--- config.mk ---
export PLATFORM = sky130hd
export DESIGN_NAME = dpdm_rx_flat
export DESIGN_NICKNAME = d
export VERILOG_FILES = /design/src/rtl/dpdm_pkg.sv /design/src/rtl/dpdm_rx_if.sv /design/src/rtl/dpdm_rx_dly.sv /design/src/rtl/dpdm_rx.sv /design/src/flat_wrapper.sv
export SDC_FILE = /design/constraint.sdc
export NUM_CORES = 1
export LEC_CHECK = 0
export BUFFER_PORTS_ARGS = -buffer_cell sky130_fd_sc_hd__buf_2
export CORE_AREA = 2 2 77 79
export CTS_CLUSTER_DIAMETER = 80
export DETAILED_ROUTE_END_ITERATION = 8
export DIE_AREA = 0 0 79 81
export GPL_ROUTABILITY_DRIVEN = 1
export PLACE_DENSITY = 0.81
export SLEW_MARGIN = 25
export SYNTH_ARGS = -nofsm -noshare
export SYNTH_HDL_FRONTEND = slang
export SYNTH_SLANG_ARGS = --single-unit
--- constraint.sdc ---
create_clock -name clk -period 7.5 [get_ports clk]
set_input_delay 0 -clock clk [delete_from_list [all_inputs] [get_ports clk]]
set_output_delay 0 -clock clk [all_outputs]
set_load 0.005 [all_outputs]
--- src/rtl/dpdm_pkg.sv ---
// Shared DP/DM line-stage definitions: line states, packet-type codes,
// error codes and receive FSM states.
package dpdm_pkg;

   localparam int DLY    = 8;
   localparam int DLY_CW = $clog2(DLY + 1);
   localparam int DLY_AW = $clog2(DLY);

   // Line states as {dp, dm}
   localparam logic [1:0] LS_SE0 = 2'b00;
   localparam logic [1:0] LS_K   = 2'b01;
   localparam logic [1:0] LS_J   = 2'b10;
   localparam logic [1:0] LS_SE1 = 2'b11;

   // Packet-type codes, shared with the write side
   localparam logic [1:0] PT_NONE = 2'b00;
   localparam logic [1:0] PT_TOK  = 2'b01;
   localparam logic [1:0] PT_DATA = 2'b10;
   localparam logic [1:0] PT_HS   = 2'b11;

   localparam logic [1:0] ERR_SYNC = 2'b00;
   localparam logic [1:0] ERR_PID  = 2'b01;
   localparam logic [1:0] ERR_SE1  = 2'b10;
   localparam logic [1:0] ERR_LEN  = 2'b11;

   // dp levels of sync bits 0..7, read MSB first
   localparam logic [7:0] SYNC_PATTERN = 8'b0101_0100;

   typedef enum logic [2:0] {
      S_IDLE   = 3'd0,
      S_SYNC   = 3'd1,
      S_PID    = 3'd2,
      S_STREAM = 3'd3,
      S_EOP    = 3'd4,
      S_DRAIN  = 3'd5,
      S_ERR    = 3'd6
   } rx_state_t;

   // Packet type for a decoded PID; PT_NONE if the check nibble or type is bad
   function automatic logic [1:0] pid_ptype(input logic [7:0] pid);
      if (pid[7:4] != ~pid[3:0]) return PT_NONE;
      case (pid[1:0])
         2'b01:   return PT_TOK;
         2'b11:   return PT_DATA;
         2'b10:   return PT_HS;
         default: return PT_NONE;
      endcase
   endfunction

endpackage

--- src/rtl/dpdm_rx_if.sv ---
// Line-side inputs and unencoder-side outputs of the DP/DM receive stage.
interface dpdm_rx_if;
   logic       rx_en;
   logic       dp;
   logic       dm;
   logic       bstr;
   logic [1:0] bstr_ready;
   logic       pkt_done;
   logic       pkt_err;
   logic [1:0] err_code;
   logic       timeout;

   modport master (
      output rx_en, dp, dm,
      input  bstr, bstr_ready, pkt_done, pkt_err, err_code, timeout
   );

   modport slave (
      input  rx_en, dp, dm,
      output bstr, bstr_ready, pkt_done, pkt_err, err_code, timeout
   );
endinterface

--- src/rtl/dpdm_rx_dly.sv ---
// 8-deep line-bit delay: new bits enter at sr[0], the oldest sits at sr[count-1].
module dpdm_rx_dly
   import dpdm_pkg::*;
(
   input  logic              clk,
   input  logic              rst,
   input  logic              push,
   input  logic              pop,
   input  logic              flush,
   input  logic              din,
   output logic              dout,
   output logic [DLY_CW-1:0] count
);

   logic [DLY-1:0]    sr;
   logic [DLY_AW-1:0] top_idx;

   assign top_idx = DLY_AW'(count - 1'b1);
   assign dout    = (count == '0) ? 1'b0 : sr[top_idx];

   // NOTE: sequential state uses non-blocking assignments so every register samples pre-edge values.
   always_ff @(posedge clk) begin
      if (rst || flush)
         count <= '0;
      else if (push && !pop && count != DLY_CW'(DLY))
         count <= count + 1'b1;
      else if (pop && !push && count != '0)
         count <= count - 1'b1;
   end

   // NOTE: the data shifter is not reset; occupancy alone decides which entries are meaningful.
   always_ff @(posedge clk) begin
      if (push && !flush)
         sr <= {sr[DLY-2:0], din};
   end

endmodule

--- src/rtl/dpdm_rx.sv ---
// DP/DM receive line stage: SYNC/PID qualification, fixed 8-bit delayed raw
// bit stream with packet-type tag, EOP/line-error checks and response timeout.
module dpdm_rx
   import dpdm_pkg::*;
#(
   parameter int MAX_BITS = 128,
   parameter int TIMEOUT  = 18
) (
   input logic     clk,
   input logic     rst,
   dpdm_rx_if.slave bus
);

   localparam int BW = $clog2(MAX_BITS + 1);
   localparam int TW = $clog2(TIMEOUT + 1);
   localparam logic [BW-1:0] MAX_L   = BW'(MAX_BITS);
   localparam logic [TW-1:0] TMO_MAX = TW'(TIMEOUT);

   rx_state_t state_q, state_d;
   logic [BW-1:0] bit_cnt_q, bit_cnt_d;
   logic [TW-1:0] tmo_q, tmo_d;
   logic [7:0]    pid_q, pid_d, pid_now;
   logic          prev_q, prev_d;
   logic [1:0]    ptype_q, ptype_d;
   logic          bstr_q, bstr_d;
   logic [1:0]    ready_q, ready_d;
   logic          done_q, done_d, err_q, err_d, tmo_pulse_q, tmo_pulse_d;
   logic [1:0]    code_q, code_d, err_sel;
   logic          err_hit, push, pop, flush, dly_dout;
   logic [DLY_CW-1:0] dly_count;
   logic [1:0]    line;

   assign line = {bus.dp, bus.dm};

   dpdm_rx_dly u_dly (
      .clk   (clk),
      .rst   (rst),
      .push  (push),
      .pop   (pop),
      .flush (flush),
      .din   (bus.dp),
      .dout  (dly_dout),
      .count (dly_count)
   );

   always_comb begin
      // NOTE: every always_comb target gets a default first so no path infers a latch.
      state_d = state_q;  bit_cnt_d = bit_cnt_q;  tmo_d = tmo_q;
      pid_d = pid_q;  pid_now = pid_q;  prev_d = prev_q;  ptype_d = ptype_q;
      push = 1'b0;  pop = 1'b0;  flush = 1'b0;
      bstr_d = 1'b0;  ready_d = PT_NONE;  done_d = 1'b0;  err_d = 1'b0;
      code_d = ERR_SYNC;  tmo_pulse_d = 1'b0;  err_hit = 1'b0;  err_sel = ERR_SYNC;

      unique case (state_q)
         S_IDLE: begin
            if (line == LS_K) begin
               state_d   = S_SYNC;
               bit_cnt_d = BW'(1);
               tmo_d     = TMO_MAX;  // a started packet disarms the timeout
            end else if (tmo_q != TMO_MAX) begin
               tmo_d       = tmo_q + 1'b1;
               tmo_pulse_d = (tmo_q == TMO_MAX - 1'b1);
            end
         end
         S_SYNC: begin
            if (line == LS_SE1) begin
               err_hit = 1'b1;  err_sel = ERR_SE1;
            end else if (line == LS_SE0 || bus.dp != SYNC_PATTERN[3'd7 - bit_cnt_q[2:0]]) begin
               err_hit = 1'b1;  err_sel = ERR_SYNC;
            end else if (bit_cnt_q[2:0] == 3'd7) begin
               state_d   = S_PID;
               bit_cnt_d = '0;
               prev_d    = bus.dp;
            end else begin
               bit_cnt_d = bit_cnt_q + 1'b1;
            end
         end
         S_PID: begin
            if (line == LS_SE1) begin
               err_hit = 1'b1;  err_sel = ERR_SE1;
            end else if (line == LS_SE0) begin
               err_hit = 1'b1;  err_sel = ERR_PID;
            end else begin
               push = 1'b1;
               pid_now[bit_cnt_q[2:0]] = ~(bus.dp ^ prev_q);
               pid_d     = pid_now;
               prev_d    = bus.dp;
               bit_cnt_d = bit_cnt_q + 1'b1;
               if (bit_cnt_q[2:0] == 3'd7) begin
                  if (pid_ptype(pid_now) == PT_NONE) begin
                     err_hit = 1'b1;  err_sel = ERR_PID;
                  end else begin
                     ptype_d = pid_ptype(pid_now);
                     state_d = S_STREAM;
                  end
               end
            end
         end
         S_STREAM: begin
            if (line == LS_SE1) begin
               err_hit = 1'b1;  err_sel = ERR_SE1;
            end else if (line == LS_SE0) begin
               pop = 1'b1;  bstr_d = dly_dout;  ready_d = ptype_q;
               state_d   = S_EOP;
               bit_cnt_d = '0;  // reused as the EOP step index
            end else if (bit_cnt_q == MAX_L) begin
               err_hit = 1'b1;  err_sel = ERR_LEN;
            end else begin
               push = 1'b1;  pop = 1'b1;  bstr_d = dly_dout;  ready_d = ptype_q;
               bit_cnt_d = bit_cnt_q + 1'b1;
            end
         end
         S_EOP: begin
            pop = 1'b1;  bstr_d = dly_dout;  ready_d = ptype_q;
            if (!bit_cnt_q[0]) begin
               if (line != LS_SE0) begin
                  err_hit = 1'b1;  err_sel = ERR_SE1;
               end else begin
                  bit_cnt_d = BW'(1);
               end
            end else if (line != LS_J) begin
               err_hit = 1'b1;  err_sel = ERR_SE1;
            end else begin
               state_d = S_DRAIN;
            end
         end
         S_DRAIN: begin
            if (dly_count == '0) begin
               done_d  = 1'b1;
               state_d = S_IDLE;
            end else begin
               pop = 1'b1;  bstr_d = dly_dout;  ready_d = ptype_q;
            end
         end
         S_ERR: begin
            if (line == LS_J) state_d = S_IDLE;
         end
         default: state_d = S_IDLE;
      endcase

      if (err_hit) begin
         state_d = S_ERR;  flush = 1'b1;  push = 1'b0;  pop = 1'b0;
         bstr_d = 1'b0;  ready_d = PT_NONE;  err_d = 1'b1;  code_d = err_sel;
      end

      // Dropping rx_en silently abandons whatever is in flight
      if (!bus.rx_en) begin
         state_d = S_IDLE;  flush = 1'b1;  push = 1'b0;  pop = 1'b0;
         bstr_d = 1'b0;  ready_d = PT_NONE;  done_d = 1'b0;  err_d = 1'b0;
         code_d = ERR_SYNC;  tmo_d = '0;  tmo_pulse_d = 1'b0;
      end
   end

   always_ff @(posedge clk) begin
      if (rst) begin
         state_q <= S_IDLE;  bit_cnt_q <= '0;  tmo_q <= '0;
         pid_q <= '0;  prev_q <= 1'b0;  ptype_q <= PT_NONE;
         bstr_q <= 1'b0;  ready_q <= PT_NONE;  done_q <= 1'b0;
         err_q <= 1'b0;  code_q <= ERR_SYNC;  tmo_pulse_q <= 1'b0;
      end else begin
         state_q <= state_d;  bit_cnt_q <= bit_cnt_d;  tmo_q <= tmo_d;
         pid_q <= pid_d;  prev_q <= prev_d;  ptype_q <= ptype_d;
         bstr_q <= bstr_d;  ready_q <= ready_d;  done_q <= done_d;
         err_q <= err_d;  code_q <= code_d;  tmo_pulse_q <= tmo_pulse_d;
      end
   end

   assign bus.bstr       = bstr_q;
   assign bus.bstr_ready = ready_q;
   assign bus.pkt_done   = done_q;
   assign bus.pkt_err    = err_q;
   assign bus.err_code   = code_q;
   assign bus.timeout    = tmo_pulse_q;

endmodule

--- src/flat_wrapper.sv ---
// flat-port wrapper written by rule: the top's interface ports become plain ports
module dpdm_rx_flat import dpdm_pkg::*;
#(
   parameter int MAX_BITS = 128,
   parameter int TIMEOUT  = 18
)
  (clk, rst, bus_rx_en, bus_dp, bus_dm, bus_bstr, bus_bstr_ready, bus_pkt_done, bus_pkt_err, bus_err_code, bus_timeout);
  dpdm_rx_if bus_i ();
  input logic clk;
  input logic rst;
  input wire logic [$bits(bus_i.rx_en)-1:0] bus_rx_en;
  input wire logic [$bits(bus_i.dp)-1:0] bus_dp;
  input wire logic [$bits(bus_i.dm)-1:0] bus_dm;
  output wire logic [$bits(bus_i.bstr)-1:0] bus_bstr;
  output wire logic [$bits(bus_i.bstr_ready)-1:0] bus_bstr_ready;
  output wire logic [$bits(bus_i.pkt_done)-1:0] bus_pkt_done;
  output wire logic [$bits(bus_i.pkt_err)-1:0] bus_pkt_err;
  output wire logic [$bits(bus_i.err_code)-1:0] bus_err_code;
  output wire logic [$bits(bus_i.timeout)-1:0] bus_timeout;
  assign bus_i.rx_en = bus_rx_en;
  assign bus_i.dp = bus_dp;
  assign bus_i.dm = bus_dm;
  assign bus_bstr = bus_i.bstr;
  assign bus_bstr_ready = bus_i.bstr_ready;
  assign bus_pkt_done = bus_i.pkt_done;
  assign bus_pkt_err = bus_i.pkt_err;
  assign bus_err_code = bus_i.err_code;
  assign bus_timeout = bus_i.timeout;
  dpdm_rx #(.MAX_BITS(MAX_BITS), .TIMEOUT(TIMEOUT)) u_core (.clk(clk), .rst(rst), .bus(bus_i));
endmodule
After elaboration in Yosys (flattened, before gate mapping)
Memories as Yosys holds them, arrays and structs flattened.
Index checks and enable logic that the tools add are counted.

operators by class
  add/subtract/negate cells = 5
  magnitude comparators = 4
  equality and inequality tests = 51
  mux-type cells = 115
  bitwise logic cells = 11
  reductions and logical operators = 34

operator list
  cell                 count
  $mux 8               11
  $mux 1               51
  $mux 3               15
  $mux 2               21
  $pmux 8 s5           1
  $reduce_and 14->1    2
  $ne 3x2->1 const B   8
  $ne 3x1->1 const B   7
  $pmux 3 s7           1
  $ne 2x2->1 const B   10
  $ne 2x1->1 const B   7
  $eq 3x3->1 const B   4
  $lt 3x4->1 const B   3
  $pmux 2 s3           2
  $mux 5               2
  $reduce_and 10->1    1
  $not 1->1            9
  $reduce_or 3->1      3
  $add 8x1->8 const B  1
  $bwmux 8             1
  $eq 2x2->1 const B   4
  $eq 8x8->1 const B   1
  $mux 4               2
  $pmux 2 s4           1
  other kinds (36)     52

word-level totals
  register bits after elaboration = 47
  ROM bits = 8
  output and inout port bits = 8
  memories kept = 1

memories
  name              depth  width  read ports  clocked after Yosys merged registers in  write ports  line           source
  (name not given)  8      1      1           0                                        0            dpdm_rx.sv:68  end else if (line == LS_SE0 || bus.dp != SYNC_PATTERN[3'd7 - bit_cnt_q[2:0]]) begin

Longest topological paths before layout
  depth after elaboration = 30
  gate-level depth with buffers = 12
  mapped depth without buffers = 9

Modules after synthesis
A second synthesis with hierarchy kept.

second synthesis, totals
  cells, all modules = 325
  area total of the unflattened synthesis = 2,808.9 µm²

by module, submodules not included
  module       times used  cells each  area an instance (µm²)  seq. area each (µm²)
  dpdm_rx      1           274         2,208.4                 700.7
  dpdm_rx_dly  1           51          600.6                   320.3

Worst setup path after synthesis
No wires, ideal clock.

  path kind = reg2reg
  start = reg u_core.bit_cnt_q[0]
  end = reg u_core.u_dly.sr[0], enable pin
  setup time = 383 ps
  arrival time = 2,415 ps
  data required time = 7,117 ps
  setup slack = 4,701 ps
  cell stages (with the launch flop) = 11
  path buffers = 2
  cell sequence = dfxtp_1 > buf_2 > buf_2 > inv_1 > ha_1 > nor4b_2 > and3_1 > a211oi_2 > nand2b_1 > nand2_1 > nor3_1

on the way
  cells in the longest elaborated chain, start to end = 27

RTL lines
  what                                                            line               source
  start: declaration                                              dpdm_rx.sv:20      logic [BW-1:0] bit_cnt_q, bit_cnt_d;
  start signal: assignment                                        dpdm_rx.sv:161     state_q <= state_d; bit_cnt_q <= bit_cnt_d; tmo_q <= tmo_d;
  $lt 3x4->1 (not written as such) or $ge 3x1->1 (tied branches)  dpdm_rx.sv:85      pid_now[bit_cnt_q[2:0]] = ~(bus.dp ^ prev_q);
  $logic_and 1x1->1 (not written as such)                         dpdm_rx.sv:85
  $mux 1 (not written as such)                                    dpdm_rx.sv:85
  $demux 1 s3                                                     -
  $bwmux 8                                                        dpdm_rx.sv:85
  $not 4->4                                                       dpdm_pkg.sv:41     if (pid[7:4] != ~pid[3:0]) return PT_NONE;
  $ne 4x4->1                                                      dpdm_pkg.sv:41
  $mux 1                                                          dpdm_pkg.sv:41
  [11 not listed]                                                 -
  $mux 1                                                          dpdm_rx.sv:89      if (bit_cnt_q[2:0] == 3'd7) begin
  $mux 1                                                          dpdm_rx.sv:81      end else if (line == LS_SE0) begin
  $mux 1                                                          dpdm_rx.sv:79      if (line == LS_SE1) begin
  $pmux 1 s4                                                      dpdm_rx.sv:54      unique case (state_q)
  $mux 1                                                          dpdm_rx.sv:141     if (err_hit) begin
  $mux 1                                                          dpdm_rx.sv:147     if (!bus.rx_en) begin
  $logic_not 1->1                                                 dpdm_rx_dly.sv:33  if (push && !flush)
  $logic_and 1x1->1 (*)                                           dpdm_rx_dly.sv:33
  end signal: assignment                                          dpdm_rx_dly.sv:34  sr <= {sr[DLY-2:0], din};
  end: declaration                                                dpdm_rx_dly.sv:15  logic [DLY-1:0] sr;

Every way passes the cells marked *; elsewhere a longest branch is shown, timed or not. The select of a mux whose other input is x is not followed.
A chain may end at the register's enable or synchronous reset.

Worst setup path after layout
  start = reg u_core.bit_cnt_q[0]
  end = reg u_core.u_dly.count[2]

on the way
  cells in the longest elaborated chain, start to end = 29

RTL lines
  what                                                            line                                  source
  $lt 3x4->1 (not written as such) or $ge 3x1->1 (tied branches)  dpdm_rx.sv:85
  $logic_and 1x1->1 (not written as such)                         dpdm_rx.sv:85
  $mux 1 (not written as such)                                    dpdm_rx.sv:85
  $demux 1 s3                                                     -
  $bwmux 8                                                        dpdm_rx.sv:85
  $not 4->4                                                       dpdm_pkg.sv:41
  $ne 4x4->1                                                      dpdm_pkg.sv:41
  $mux 1                                                          dpdm_pkg.sv:41
  [12 not listed]                                                 -
  $mux 1                                                          dpdm_rx.sv:81
  $mux 1                                                          dpdm_rx.sv:79
  $pmux 1 s4                                                      dpdm_rx.sv:54
  $mux 1                                                          dpdm_rx.sv:141
  $mux 1                                                          dpdm_rx.sv:147
  $logic_not 1->1, on equally long branches                       dpdm_rx_dly.sv:25, dpdm_rx_dly.sv:27
  $logic_and 1x1->1, on equally long branches (2 in series)       dpdm_rx_dly.sv:25, dpdm_rx_dly.sv:27
  $mux 4 or $reduce_bool 2->1 (tied branches)                     -
  end signal: assignment                                          dpdm_rx_dly.sv:26                     count <= count + 1'b1;
  end signal: assignment                                          dpdm_rx_dly.sv:28                     count <= count - 1'b1;
  end: declaration                                                dpdm_rx_dly.sv:12                     output logic [DLY_CW-1:0] count

Several ways; a longest one is shown, not always the timed one. The select of a mux whose other input is x is not followed.

==> results.yml <==
floorplanning:
  rows: 28
  fp.dieW_um: 79
  die_h_um: 81
  start_util_pct: 52.0
  ioPinCount: 13
  coreArea_um2: 5680
  dieArea_um2: 6400
worst_setup_path:
  crit_start: "u_core.bit_cnt_q[0]"
  critPathCaptureType: "register"
  critPathMaxFanout: 20
  r2r_cells: 9
  crit_required_ps: 7710
  r2r_slack_ps: 4140
  startpoint_type: "register"
  arrival_ps: 3570
  worst_path_largest_cell_delay_ps: 770
  critical_path_class: "register to register"
  crit-reg2reg-launch: "u_core.bit_cnt_q[0]"
  cp-endpoint: "u_core.u_dly.count[2]"
  cp_cell_sequence: "inv_1 > ha_1 > nor4b_2 > a2111oi_0 > o21ai_0 > a311o_1 > o211a_1 > a311oi_1 > a21oi_1"
  r2r-end: "u_core.u_dly.count[2]"
  crit_path_top_delay_cell: "dfxtp_1"
final_layout:
  antenna_cells: 0
  layout_commonest_cell: "dfxtp_1"
  drive_gt1_share_pct: 13.9
  fillers: 531
  area_growth_pct: 5.60
  most-common-layout-cells: "39 x dfxtp_1, 35 x nor2_1, 16 x nand2_1"
  nets: 340
synthesis:
  synth_nets: 341
  syn_inst: 323
  ys_warn_count: 0
  synth_edf_count: 8
  synth_ff_type: "dfxtp_1"
  synth_area_um2: 2950
  yosysSeqAreaShare_pct: 34.6
  syn_area_per_cell_um2: 9.13
  ys_ff_latch: 47
  async_flop_share_pct: 0
  synth.distinct_cells: 66
clock_network:
  htree_levels: 2
  cts_sinks: 47
  cts_buffers: 5
  clock_path_buffers: 2
  cts_tree: "built"
  cts_hold_buf: 0
  insertion_delay_ps: 320
  post_cts_buffers: 0
  cts.repair.resized: 0
  root_buffer: "clkbuf_8"
  cts.clk_slew.worst_paths_ps: 100
pwr:
  p_leak_uw: 0.00114
  p_sw_uw: 229
  power_frac_comb_pct: 27.8
  netSwitchingFraction_pct: 36.0
  power.internal_uw: 407
  p_total_uw: 635
  power_frac_seq_pct: 46.9
  powerDensity_nw_per_um2: 204
  vdd_drop_max_uv: 96.2
  clock_power_share_pct: 25.3
drt:
  drt_pass1_iterations: 4
  vias: 2343
  final_antenna_net_count: 0
  vias_per_cell: 5.89
  drtIter0Drc: 177
  drc: 0
  wirelength_um: 5940
  wl_per_cell_um: 14.9
run_status:
  status: "finished, final reports clean"
timing:
  drv_slew: 0
  period_needed_ps: 3360
  relSlewSlack_pct: 48.5
  tns_ps: 0
  worst_pin_slew_ps: 753
  whs_ps: 40.6
  setup_viol: 0
  grt_setup_unrepaired: "false"
  fmax_mhz: 297
  skew_ps: 13.7
  hold_violations: 0
  post-route-period-util_pct: 44.8
global_routing:
  grt_first_pass_wirelength_um: 9720
  grt_max_degree: 22
  grt_usage_pct: 19.2
  grt-ovfl-total: 0
  grt_pass1_vias: 2031
  antenna_found_initial: 0
job:
  max_cap_viol_count: 0
worst_hold_path:
  hp-class: "input port to register"
placement:
  io_buffers: 12
  place_congestion: 0.964
  hpwl_um: 4230
[cell families after synthesis]
logic type               Yosys count  synth area share, %
flip-flops                        47                 34.6
multiplexers                      20                 8.27
adder cells (fa/ha/maj)           13                 5.51
AO/OA/AOI/OAI                     68                 17.0
buffers and inverters             35                 5.09
AND/OR/NAND/NOR                  129                 26.0
XOR/XNOR                          11                 3.52
[synthesized netlist by cell type (2+ instances only)]
cell / count / share of area (%)
a2111oi_0: 2 / 0.59
a2111oi_2: 2 / 1.0
a211oi_1: 8 / 2.0
a21oi_1: 15 / 2.5
a311oi_1: 5 / 1.5
a31o_2: 2 / 0.59
a31oi_1: 3 / 0.64
and2_1: 2 / 0.42
and3_1: 5 / 1.1
and4_1: 3 / 0.89
buf_2: 9 / 1.5
clkbuf_1: 10 / 1.3
dfxtp_1: 39 / 26
edfxtp_1: 8 / 8.1
ha_1: 13 / 5.5
inv_1: 15 / 1.9
mux2i_1: 15 / 5.1
mux4_2: 2 / 1.5
nand2_1: 16 / 2.0
nand2b_1: 8 / 1.7
nand3_1: 8 / 1.4
nand3b_1: 4 / 1.0
nand4_1: 3 / 0.64
nor2_1: 35 / 4.5
nor2b_1: 6 / 1.3
nor3_1: 9 / 1.5
nor3b_1: 9 / 2.3
nor4_1: 3 / 0.64
nor4b_1: 2 / 0.59
nor4b_2: 2 / 1.0
o211ai_1: 2 / 0.51
o21ai_0: 11 / 1.9
o21bai_1: 2 / 0.51
or3_1: 5 / 1.1
xnor2_1: 8 / 2.4
xor2_1: 2 / 0.59
[worst min-delay path by stage]
stage	from	end	cells after the start
floorplan	rst	u_core.ptype_q[0]	1
global placement	rst	u_core.pid_q[7]	2
detailed placement	bus_dp	u_core.u_dly.sr[0]	1
CTS	bus_dp	u_core.u_dly.sr[0]	1
global route	bus_dp	u_core.u_dly.sr[0]	1
finish	bus_dp	u_core.u_dly.sr[0]	1
[state kept, by name, indices dropped and copies added, names as in the netlist, 2 cells and up]
register,flops
u_core.state_q,3
u_core.u_dly.sr,8
u_core.pid_q,8
u_core.u_dly.count,4
u_core.bus.err_code,2
u_core.bus.bstr_ready,2
u_core.bit_cnt_q,8
u_core.ptype_q,2
u_core.tmo_q,5
[metrics by stage]
step	cells	cell area (µm²)	setup slack [ps]	utilization, %
3_3_place_gp	390	3010	4280	53.0
6_report	398	3120	4140	54.9
5_1_grt	398	3120	3950	54.9
2_1_floorplan	323	2950	4700	-
3_5_place_dp	390	3020	4110	53.2
4_1_cts	398	3110	4150	54.8
[power groups by stage]
stage	Combinational, µW	Clock [µW]	Sequential [µW]
2_1_floorplan	163	0	282
3_3_place_gp	170	0	302
3_5_place_dp	174	0	303
4_1_cts	175	164	297
5_1_grt	196	172	301
6_report	177	161	298
[critical path: cells and delay by family, from the launching register on]
kind / cells / cell delay, ps
buffers and inverters: 1 / 100
adders and majority gates: 1 / 210
AOI/OAI and AO/OA: 6 / 1980
and+or+nand+nor: 1 / 180
DFF: 1 / 770
[layer usage]
layer  track usage (%)  routed length, µm
met4              8.62                122
met5                 0                  0
met3              3.33                281
met2              29.9               2720
met1              26.2               2810
[cell type report]
type                            count  area (µm²)  area share (%)
Timing Repair Buffer               12        60.1            1.93
Clock buffer                        5        68.8            2.21
Inverter                           15        56.3            1.81
Multi-Input combinational cell    241        1790            57.5
Sequential cell                    47        1020            32.8
Clock inverter                      3        23.8           0.763
Tap cell                           75        93.8            3.01
Note: power is estimated with default switching activity, not from simulation.
